===== src/rtl/alu_serial_seq.sv =====
// Bit-serial ALU sequencer: one 1-bit ALU slice, LSB first, WIDTH+1 cycles per op.
// Optional abort input is compiled in with `define ALU_SERIAL_ABORT_EN.
module alu_serial_seq #(
   parameter int WIDTH = 64,
   parameter int CNT_W = 7
) (
   input  logic             clk,
   input  logic             rst_n,
   input  logic             start,
   input  logic [3:0]       op,
   input  logic [WIDTH-1:0] a,
   input  logic [WIDTH-1:0] b,
`ifdef ALU_SERIAL_ABORT_EN
   input  logic             abort,
`endif
   output logic             busy,
   output logic             done,
   output logic [WIDTH-1:0] result,
   output logic             zero,
   output logic             overflow,
   output logic             cout
);

   typedef enum logic [1:0] {
      S_IDLE = 2'd0,
      S_RUN  = 2'd1,
      S_FIN  = 2'd2
   } state_t;

   localparam logic [1:0]       SEL_AND  = 2'b00;
   localparam logic [1:0]       SEL_OR   = 2'b01;
   localparam logic [1:0]       SEL_ADD  = 2'b10;
   localparam logic [1:0]       SEL_SLT  = 2'b11;
   localparam logic [CNT_W-1:0] LAST_IDX = CNT_W'(WIDTH - 1);

   state_t           r_state;
   state_t           w_next;

   logic [WIDTH-1:0] r_a_sh;
   logic [WIDTH-1:0] r_b_sh;
   logic [WIDTH-1:0] r_res_sh;
   logic [3:0]       r_op;
   logic             r_carry;
   logic [CNT_W-1:0] r_idx;
   logic             r_c_in_msb;
   logic             r_c_out_msb;
   logic             r_sum_msb;

   logic             w_abort;
   logic             w_ai;
   logic             w_bi;
   logic             w_sum;
   logic             w_carry_out;
   logic             w_bit;
   logic             w_last;
   logic             w_ovf;
   logic             w_arith;
   logic [WIDTH-1:0] w_final;

`ifdef ALU_SERIAL_ABORT_EN
   assign w_abort = abort;
`else
   assign w_abort = 1'b0;
`endif

   // One ALU slice, fed from the bottom of the operand shift registers.
   assign w_ai        = r_a_sh[0] ^ r_op[3];
   assign w_bi        = r_b_sh[0] ^ r_op[2];
   assign w_sum       = w_ai ^ w_bi ^ r_carry;
   assign w_carry_out = (w_ai & w_bi) | (r_carry & (w_ai ^ w_bi));

   // NOTE: every variable written in always_comb gets a default first, so no latch is inferred.
   always_comb begin
      w_bit = 1'b0;
      case (r_op[1:0])
         SEL_AND: w_bit = w_ai & w_bi;
         SEL_OR:  w_bit = w_ai | w_bi;
         SEL_ADD: w_bit = w_sum;
         SEL_SLT: w_bit = 1'b0;
         default: w_bit = 1'b0;
      endcase
   end

   assign w_last  = (r_idx == LAST_IDX);
   assign w_ovf   = r_c_in_msb ^ r_c_out_msb;
   assign w_arith = r_op[1];

   // SLT replaces the shifted zeros with the overflow-corrected sign of A-B.
   assign w_final = (r_op[1:0] == SEL_SLT) ?
                    {{(WIDTH-1){1'b0}}, r_sum_msb ^ w_ovf} : r_res_sh;

   always_comb begin
      w_next = r_state;
      unique case (r_state)
         S_IDLE: begin
            if (start) w_next = S_RUN;
         end
         S_RUN: begin
            if (w_abort)     w_next = S_IDLE;
            else if (w_last) w_next = S_FIN;
         end
         S_FIN: begin
            w_next = S_IDLE;
         end
         default: w_next = S_IDLE;
      endcase
   end

   assign busy = (r_state != S_IDLE);

   // NOTE: sequential state uses non-blocking assignments only, so every register samples pre-edge values.
   always_ff @(posedge clk) begin
      if (!rst_n) begin
         r_state     <= S_IDLE;
         r_a_sh      <= '0;
         r_b_sh      <= '0;
         r_res_sh    <= '0;
         r_op        <= '0;
         r_carry     <= 1'b0;
         r_idx       <= '0;
         r_c_in_msb  <= 1'b0;
         r_c_out_msb <= 1'b0;
         r_sum_msb   <= 1'b0;
         done        <= 1'b0;
         result      <= '0;
         zero        <= 1'b0;
         overflow    <= 1'b0;
         cout        <= 1'b0;
      end else begin
         r_state <= w_next;
         done    <= 1'b0;

         unique case (r_state)
            S_IDLE: begin
               if (start) begin
                  r_a_sh  <= a;
                  r_b_sh  <= b;
                  r_op    <= op;
                  r_carry <= op[2];
                  r_idx   <= '0;
               end
            end

            S_RUN: begin
               r_a_sh   <= {1'b0, r_a_sh[WIDTH-1:1]};
               r_b_sh   <= {1'b0, r_b_sh[WIDTH-1:1]};
               r_res_sh <= {w_bit, r_res_sh[WIDTH-1:1]};
               r_carry  <= w_carry_out;
               r_idx    <= r_idx + CNT_W'(1);
               if (w_last) begin
                  r_c_in_msb  <= r_carry;
                  r_c_out_msb <= w_carry_out;
                  r_sum_msb   <= w_sum;
               end
            end

            S_FIN: begin
               if (!w_abort) begin
                  result   <= w_final;
                  zero     <= (w_final == '0);
                  overflow <= w_arith & w_ovf;
                  cout     <= w_arith & r_c_out_msb;
                  done     <= 1'b1;
               end
            end

            default: ;
         endcase
      end
   end

endmodule


===== config.mk =====
export PLATFORM = sky130hd
export DESIGN_NAME = alu_serial_seq
export DESIGN_NICKNAME = d
export VERILOG_FILES = /design/src/rtl/alu_serial_seq.sv
export SDC_FILE = /design/constraint.sdc
export NUM_CORES = 1
export LEC_CHECK = 0
export CAP_MARGIN = 15
export CORE_ASPECT_RATIO = 1.25
export CORE_MARGIN = 1
export CORE_UTILIZATION = 51
export CTS_CLUSTER_SIZE = 25
export DETAILED_ROUTE_END_ITERATION = 7
export PLACE_DENSITY = 0.84
export SLEW_MARGIN = 20
export SYNTH_ARGS = -nofsm -noshare
export SYNTH_HDL_FRONTEND = slang
export SYNTH_SLANG_ARGS = --single-unit

===== constraint.sdc =====
create_clock -name clk -period 2.2 [get_ports clk]
set_input_delay 0.44 -clock clk [delete_from_list [all_inputs] [get_ports clk]]
set_output_delay 0.44 -clock clk [all_outputs]
set_load 0.03 [all_outputs]

# After elaboration in Yosys (flattened, before gate mapping)
# Cells that the tools add are included.
[totals]
reg_bits = 277
inputBits = 135
out_inout_bits = 69
elab_cells = 59
[op_classes]
n_addsub = 1
n_eq_ne = 8
muxes = 14
bitwise_logic = 12
reduce_logical = 9
[ops]
columns = ["op", "count"]
rows = [
  ["$pmux 64 s2", 2],
  ["$mux 64", 3],
  ["$logic_not 64->1", 1],
  ["$pmux 7 s2", 1],
  ["$reduce_and 2->1", 4],
  ["$add 7x1->7 const B", 1],
  ["$eq 7x6->1 const B", 1],
  ["$mux 7", 1],
  ["$eq 2x2->1 const B", 3],
  ["$xor 1x1->1", 6],
  ["$and 1x1->1", 4],
  ["$eq 2x1->1 const B", 2],
  ["$logic_not 2->1", 2],
  ["$mux 2", 2],
  ["$ne 2x2->1 const B", 2],
  ["$pmux 1 s4", 1],
  ["$pmux 2 s2", 1],
  ["$reduce_bool 2->1", 2],
  ["$mux 1", 2],
  ["$or 1x1->1", 2],
  ["$pmux 1 s2", 1],
]

# Depth between registers and ports, before layout
# Gate-level depths: netlist of run 1.
[depth]
ltp_word = 5
mapped_depth = 7
depth_no_buf = 7

# Least setup slack after synthesis of run 1
# No wires, ideal clock.
[synth_timing]
path_type = "reg2reg"
startpoint = "register r_b_sh[0]"
endpoint = "register r_res_sh[63]"
setup_ps = 133
arrival_time_ps = 1485
t_required_ps = 2067
setup_slack_ps = 583
path_stages_with_launch = 7
n_path_buf = 0
period_less_slack_ps = 1617
path_cell_list = "dfxtp_1 xor2_1 fa_1 mux2i_1 nor2_1 a211oi_1 nor3_1"
[synth_via]
elab_chain_len = 4
[synth_rtl]
columns = ["element", "line", "source"]
rows = [
  ["start: declaration", "40", "logic [WIDTH-1:0] r_b_sh;"],
  ["start signal: assignment", "146", "r_b_sh <= {1'b0, r_b_sh[WIDTH-1:1]};"],
  ["$xor 1x1->1", "68", "assign w_bi = r_b_sh[0] ^ r_op[2];"],
  ["$xor 1x1->1 (2 in a row)", "69", "assign w_sum = w_ai ^ w_bi ^ r_carry;"],
  ["net w_sum", "52", "logic w_sum;"],
  ["$pmux 1 s4", "75", "case (r_op[1:0])"],
  ["end signal: assignment", "147", "r_res_sh <= {w_bit, r_res_sh[WIDTH-1:1]};"],
  ["end: declaration", "41", "logic [WIDTH-1:0] r_res_sh;"],
]
# The timed path passes the listed nets, and every way through them passes these cells.
# A chain may end at the register's enable or synchronous reset.

# Worst setup path after layout of run 1
[layout_timing]
startpoint = "register r_res_sh[29]"
endpoint = "register zero"
[layout_via]
elab_chain_len = 2
[layout_rtl]
columns = ["element", "line", "source"]
rows = [
  ["$mux 64", "89", "assign w_final = (r_op[1:0] == SEL_SLT) ?"],
  ["$logic_not 64->1", "160", "zero <= (w_final == '0);"],
  ["end signal: assignment", "160", ""],
  ["end: declaration", "19", "output logic zero,"],
]
# No other way between the ends.

==> results of run 1 <==
-- path summary, 6_finish.rpt --
path           startpoint  slack, ns  cells past startpoint         end
min                 rst_n       0.38                      3  r_b_sh[63]
min reg2reg      r_idx[6]       0.45                      1  r_state[1]
max reg2reg  r_res_sh[29]       0.13                      4        zero
max          r_res_sh[29]       0.13                      4        zero
-- where the power goes --
part           total, mW  internal (mW)  switching (mW)
registers           5.42           5.27           0.145
clock network       4.78           2.76            2.03
logic               1.13          0.529           0.605
-- sequential cells by signal, summed over array words and instances, names as in the netlist --
name and flops:
r_c_in_msb 1, zero 1, r_state 2, cout 1
r_c_out_msb 1, r_carry 1, overflow 1, result 64
r_sum_msb 1, r_a_sh 64, r_op 4, r_b_sh 64
r_res_sh 64, r_idx 7, done 1
-- final cells by class --
| class | count | area share |
|---|---|---|
| Tap cell | 265 | 0.0246 |
| Timing Repair Buffer | 225 | 0.171 |
| Clock buffer | 34 | 0.0575 |
| Sequential cell | 277 | 0.412 |
| Clock inverter | 18 | 0.0123 |
| Inverter | 3 | 0.00102 |
| Multi-Input combinational cell | 813 | 0.321 |
-- cells in the final DEF (no fill, tap or decap), drive strengths merged, types with 5 or more instances in the layout --
cell type / n
dfxtp: 277
o21ai: 5
a22oi: 63
nand2: 146
clkinv: 12
clkdlybuf4s50: 201
clkbuf: 34
nor2: 330
buf: 23
nand3: 7
nor4: 15
a21oi: 82
o221ai: 126
-- kinds of logic after synthesis --
kind of cell    synth area share
flops                      0.539
xor+xnor                 0.00487
compound gates             0.202
mux                      0.00389
buf+inv                   0.0431
simple gates               0.201
fa+ha+maj                0.00560
-- timing repair --
item,in CTS,in global routing
gates resized for setup,1,0
setup endpoints to repair,1,0
setup buffers,0,0
-- synthesized netlist by cell type (2+ instances only) --
master,instances,share of area
sky130_fd_sc_hd__xor2_1,2,0.0017
sky130_fd_sc_hd__a21oi_1,81,0.039
sky130_fd_sc_hd__buf_2,21,0.010
sky130_fd_sc_hd__buf_4,4,0.0029
sky130_fd_sc_hd__nor4_2,3,0.0037
sky130_fd_sc_hd__nor2b_1,2,0.0012
sky130_fd_sc_hd__a22oi_1,63,0.046
sky130_fd_sc_hd__nand2_1,146,0.053
sky130_fd_sc_hd__clkbuf_1,77,0.028
sky130_fd_sc_hd__mux2i_1,4,0.0039
sky130_fd_sc_hd__a31oi_1,2,0.0012
sky130_fd_sc_hd__nand4_1,4,0.0024
sky130_fd_sc_hd__buf_1,2,0.00073
sky130_fd_sc_hd__nor3_1,3,0.0015
sky130_fd_sc_hd__ha_1,3,0.0037
sky130_fd_sc_hd__nand2b_1,2,0.0012
sky130_fd_sc_hd__nor4_1,12,0.0073
sky130_fd_sc_hd__o21ai_0,5,0.0024
sky130_fd_sc_hd__or4_1,2,0.0015
sky130_fd_sc_hd__o221ai_1,126,0.11
sky130_fd_sc_hd__nand3b_1,2,0.0015
sky130_fd_sc_hd__nor2_1,330,0.12
sky130_fd_sc_hd__inv_1,3,0.0011
sky130_fd_sc_hd__dfxtp_1,277,0.54
sky130_fd_sc_hd__nand3_1,7,0.0034
-- per-layer routing --
metal	track usage	wire length, um	part of all wire
met1	0.294	10600	0.41
met2	0.413	12500	0.48
met3	0.0596	2200	0.085
met4	0.0775	627	0.024
met5	0	0	0
-- critical path, stage by stage, from the launching register on --
cell,delay [ns]
sky130_fd_sc_hd__dfxtp_1,0.34
sky130_fd_sc_hd__nor4_1,0.56
sky130_fd_sc_hd__nand4_1,0.25
sky130_fd_sc_hd__or4_1,0.57
sky130_fd_sc_hd__a311oi_2,0.24
==> impl_metrics.csv, run 1 <==
group,metric,value,unit
timing,max-slew-margin-rel,0.601,
timing,fin_hold_ws,0.378,ns
timing,finClkSkew,0.0171,ns
route,drcViolationCount,0,
yosys,ys.warnings.count,0,
cts,ctsHtreeMaxLevel,1,
global_routing,grt.overflow.total,0,
setup_path,critPathLaunchType,"register",
route,route.detailed.vias_per_inst,5.63,
power_and_ir_drop,leakagePower,4.87,nW
yosys,yosys_register_bits,277,
timing,finalHoldViolations,0,
cells_and_area,area.sequential,5550,um2
floorplan,core,19600,um2
global_routing,grt_pass1_vias,8500,
place,detailedPlacementHpwl,16200,um
yosys,yosysSeqAreaShare,0.539,
power_and_ir_drop,vdd.ir_drop.worst,601,uV
cts,clk_pin_slew_worst_paths,0.07,ns
timing,fin_ws,0.131,ns
place,io_buffers,203,
timing,slew_violations,0,
yosys,postSynthCellCount,1197,
cts,clock_latency,0.54,ns
status,outcome,"complete, no violations",
yosys,ys_dominant_reg_cell,"sky130_fd_sc_hd__dfxtp_1",
cts,cts_tree,"yes",
place,preCtsSetupSlack,0.168,ns
floorplan,io-pin-count,204,
setup_path,worst-endpoint-arrival,2.52,ns
yosys,average_footprint_of_a_synthesized_cell,8.59,um2
floorplan,chipHeight,161,um
cells_and_area,footprint_of_the_multi_input_gates,4330,um2
floorplan,row_count,57,
timing,fmaxAchievable,483,MHz
yosys,synth.cell_area,10300,um2
timing,timing.final.crit_share,0.941,
yosys,post_synth_num_cell_types,39,
cells_and_area,final.fill_count,1513,
global_routing,grt_first_pass_wirelength,41100,um
worst_hold_path,hp-class,"primary input to register",
place,gp_congestion,0.788,
yosys,syn-num-nets,1336,
cells_and_area,area_delta_synth_final,31.0,%
cells_and_area,antenna-diode-count,0,
cts,cts-hold-fix-buffers,0,
cells_and_area,finalInstanceArea,13500,um2
timing,totalNegativeSetupSlack,0,ns
timing,grt_setup_unrepaired,"no",
place,place_area,12500,um2
cells_and_area,net_count_reported_at_finish,1487,
route,detail-route-antenna-nets,0,
cts,cts_max_path_buffers,3,
place,place.detailed.instances,1583,
route,first_iter_violations,622,
route,drt_pass1_iterations,5,
yosys,synth_enable_flop_cells,0,
cts,sink_count,277,
route,post_drt_wl_per_cell,15.8,um
floorplan,start_util,0.524,
timing,final-setup-viol-count,0,
route,route.vias.total,9206,
global_routing,antenna_found_initial,1,
yosys,postSynth.asyncResetShare,0,
timing,fin_crit,2.07,ns
floorplan,die_width,129,um
setup_path,critPathCaptureType,"register",
floorplan,die_area,20700,um2
cells_and_area,finalNonFillerCells,1635,
global_routing,grt_util_all_layers,0.241,
run,max_cap_viol_count,0,
global_routing,grt_max_degree,94,
cts,cts-buffers-inserted,28,
cts,cts_root_buf,"sky130_fd_sc_hd__clkbuf_16",
setup_path,setup.worst_path.class,"register to register",
power_and_ir_drop,power.density,842,nW/um2
cells_and_area,fin_util,0.686,
setup_path,crit_path_max_fanout,4,
power_and_ir_drop,final_total_pwr,11.3,mW
cells_and_area,drive_above_1_share,0.0628,
setup_path,critPathRequiredTime,2.65,ns
route,wl,25900,um
timing,worst-slew-pin-transition,0.593,ns
No activity file was read; power rests on OpenSTA's default activity.
==> run 2: changes to the inputs <==
CORE_UTILIZATION = 30   (was 51)
PLACE_DENSITY = 0.56   (was 0.84)
SLEW_MARGIN = default   (was 20)
==> impl_metrics.csv, run 2 (synthesized netlist as in run 1, its figures left out) <==
group,metric,value,unit
global_routing,grt_first_pass_wirelength,46100,um
timing,final-setup-viol-count,0,
route,drt_pass1_iterations,5,
cells_and_area,fin_util,0.412,
worst_hold_path,hp-class,"primary input to register",
timing,finClkSkew,0.0104,ns
route,route.detailed.vias_per_inst,5.05,
global_routing,grt_pass1_vias,8647,
global_routing,grt_util_all_layers,0.159,
timing,totalNegativeSetupSlack,0,ns
status,outcome,"complete, no violations",
power_and_ir_drop,leakagePower,4.95,nW
floorplan,start_util,0.305,
floorplan,die_width,168,um
cells_and_area,mostFrequentLayoutCells,"sky130_fd_sc_hd__nor2_1 (330), sky130_fd_sc_hd__dfxtp_1 (277), sky130_fd_sc_hd__clkdlybuf4s50_1 (201), sky130_fd_sc_hd__nand2_1 (145), sky130_fd_sc_hd__o221ai_1 (126)",
cts,clk_pin_slew_worst_paths,0.06,ns
setup_path,critical_path.cell_chain,"clkdlybuf4s50_1",
timing,fmaxAchievable,477,MHz
floorplan,io-pin-count,204,
timing,grt_setup_unrepaired,"no",
cts,cts-hold-fix-buffers,0,
cells_and_area,finalInstanceArea,13900,um2
floorplan,die_area,35000,um2
cts,clock_latency,0.56,ns
timing,finalHoldViolations,0,
timing,fin_hold_ws,0.234,ns
cts,sink_count,277,
global_routing,grt.overflow.total,0,
setup_path,cpLargestDelayFamily,"buffers and inverters",
setup_path,setup.worst_path.class,"register to output pin",
power_and_ir_drop,netSwitchingPower,2.89,mW
route,first_iter_violations,796,
setup_path,critPathSlowestCell,"sky130_fd_sc_hd__clkdlybuf4s50_1",
route,wl,28400,um
cells_and_area,final_common_cell,"sky130_fd_sc_hd__nor2_1",
global_routing,grt_max_degree,122,
global_routing,antenna_found_initial,2,
route,post_drt_wl_per_cell,15.8,um
setup_path,critPathBufInv,1,
place,place_area,12700,um2
power_and_ir_drop,power_frac_comb,0.094,
cts,cts_tree,"yes",
setup_path,critPathLaunchType,"register",
cells_and_area,final.fill_count,3340,
setup_path,worst-endpoint-arrival,1.66,ns
cts,cts_root_buf,"sky130_fd_sc_hd__clkbuf_16",
power_and_ir_drop,clockPowerShare,0.464,
cells_and_area,area_delta_synth_final,34.9,%
floorplan,core,33700,um2
route,detail-route-antenna-nets,0,
route,route.vias.total,9063,
cells_and_area,area.sequential,5550,um2
place,gp_congestion,0.753,
power_and_ir_drop,vdd.ir_drop.worst,433,uV
setup_path,critPathCaptureType,"output pin",
place,io_buffers,203,
cells_and_area,net_count_reported_at_finish,1487,
cts,cts_max_path_buffers,3,
power_and_ir_drop,seq_power_share,0.443,
power_and_ir_drop,final_total_pwr,12.2,mW
floorplan,row_count,75,
setup_path,critPathRequiredTime,1.76,ns
setup_path,timing.critical_path.slowest_cell_delay,0.74,ns
place,detailedPlacementHpwl,17200,um
floorplan,chipHeight,209,um
timing,timing.final.crit_share,0.953,
timing,fin_crit,2.10,ns
power_and_ir_drop,power.density,882,nW/um2
power_and_ir_drop,netSwitchingFraction,0.236,
run,max_cap_viol_count,0,
timing,max-slew-margin-rel,0.654,
route,drcViolationCount,0,
cells_and_area,footprint_of_the_multi_input_gates,4330,um2
cells_and_area,antenna-diode-count,0,
power_and_ir_drop,cellInternalPower,9.34,mW
timing,worst-slew-pin-transition,0.520,ns
cells_and_area,drive_above_1_share,0.0649,
timing,slew_violations,0,
setup_path,crit_path_max_fanout,3,
cts,ctsHtreeMaxLevel,1,
cts,cts-buffers-inserted,30,
run 2: cell count changes in the layout (fill, tap and decap cells not counted):
cell and change:
sky130_fd_sc_hd__bufinv_16 +5, sky130_fd_sc_hd__inv_6 +1, sky130_fd_sc_hd__clkinv_2 -4, sky130_fd_sc_hd__clkbuf_1 -1, sky130_fd_sc_hd__clkbuf_16 +2, sky130_fd_sc_hd__clkinvlp_4 +1, sky130_fd_sc_hd__buf_12 +2, sky130_fd_sc_hd__clkbuf_8 +1
sky130_fd_sc_hd__buf_4 -4, sky130_fd_sc_hd__clkinv_4 -1
run 2: area by class of cell:
type	instances	share of cell area
multi-input combinational	813	0.312
sequential	277	0.400
clock buffer	36	0.0602
timing repair buffer	223	0.167
inverter	3	0.000992
tap	423	0.0382
clock inverter	20	0.0218
run 2: layer usage:
metal,up-vias,share of wire,routed length [um],global-route usage
met5,-,0.0011,31,0
met3,41,0.071,2030,0.0428
met2,238,0.46,12900,0.258
met4,4,0.019,530,0.0440
met1,4251,0.45,12900,0.208
li1,4529,-,-,-
run 2: stage by stage:
| stage | setup slack [ns] | instances |
|---|---|---|
| CTS | 0.0760 | 1795 |
| global route | 0.0494 | 1795 |
| finish | 0.104 | 1795 |
| floorplan | 0.583 | 1197 |
| detailed placement | 0.0913 | 1739 |
| global placement | 0.123 | 1739 |
run 2: power by group through the flow:
stage | clock network, mW | registers (mW) | logic, mW
global placement | 0 | 5.52 | 1.14
floorplan | 0 | 5.48 | 0.706
detailed placement | 0 | 5.52 | 1.16
global route | 6.06 | 5.45 | 1.29
finish | 5.67 | 5.42 | 1.15
CTS | 5.87 | 5.41 | 1.16
run 2: path summary, 6_finish.rpt:
path | from | to | slack, ns | cells past startpoint
setup / recovery | zero | zero | 0.10 | 1
hold / removal | rst_n | r_b_sh[61] | 0.23 | 3
setup reg to reg | r_res_sh[29] | zero | 0.32 | 5
hold reg to reg | overflow | overflow | 0.46 | 2
run 2: what timing repair did:
| item | CTS | global route |
|---|---|---|
| gates resized for setup | 1 | 0 |
| buffers inserted | 0 | 0 |
| setup endpoints to repair | 1 | 0 |
| endpoints found under the hold margin | 0 | 0 |
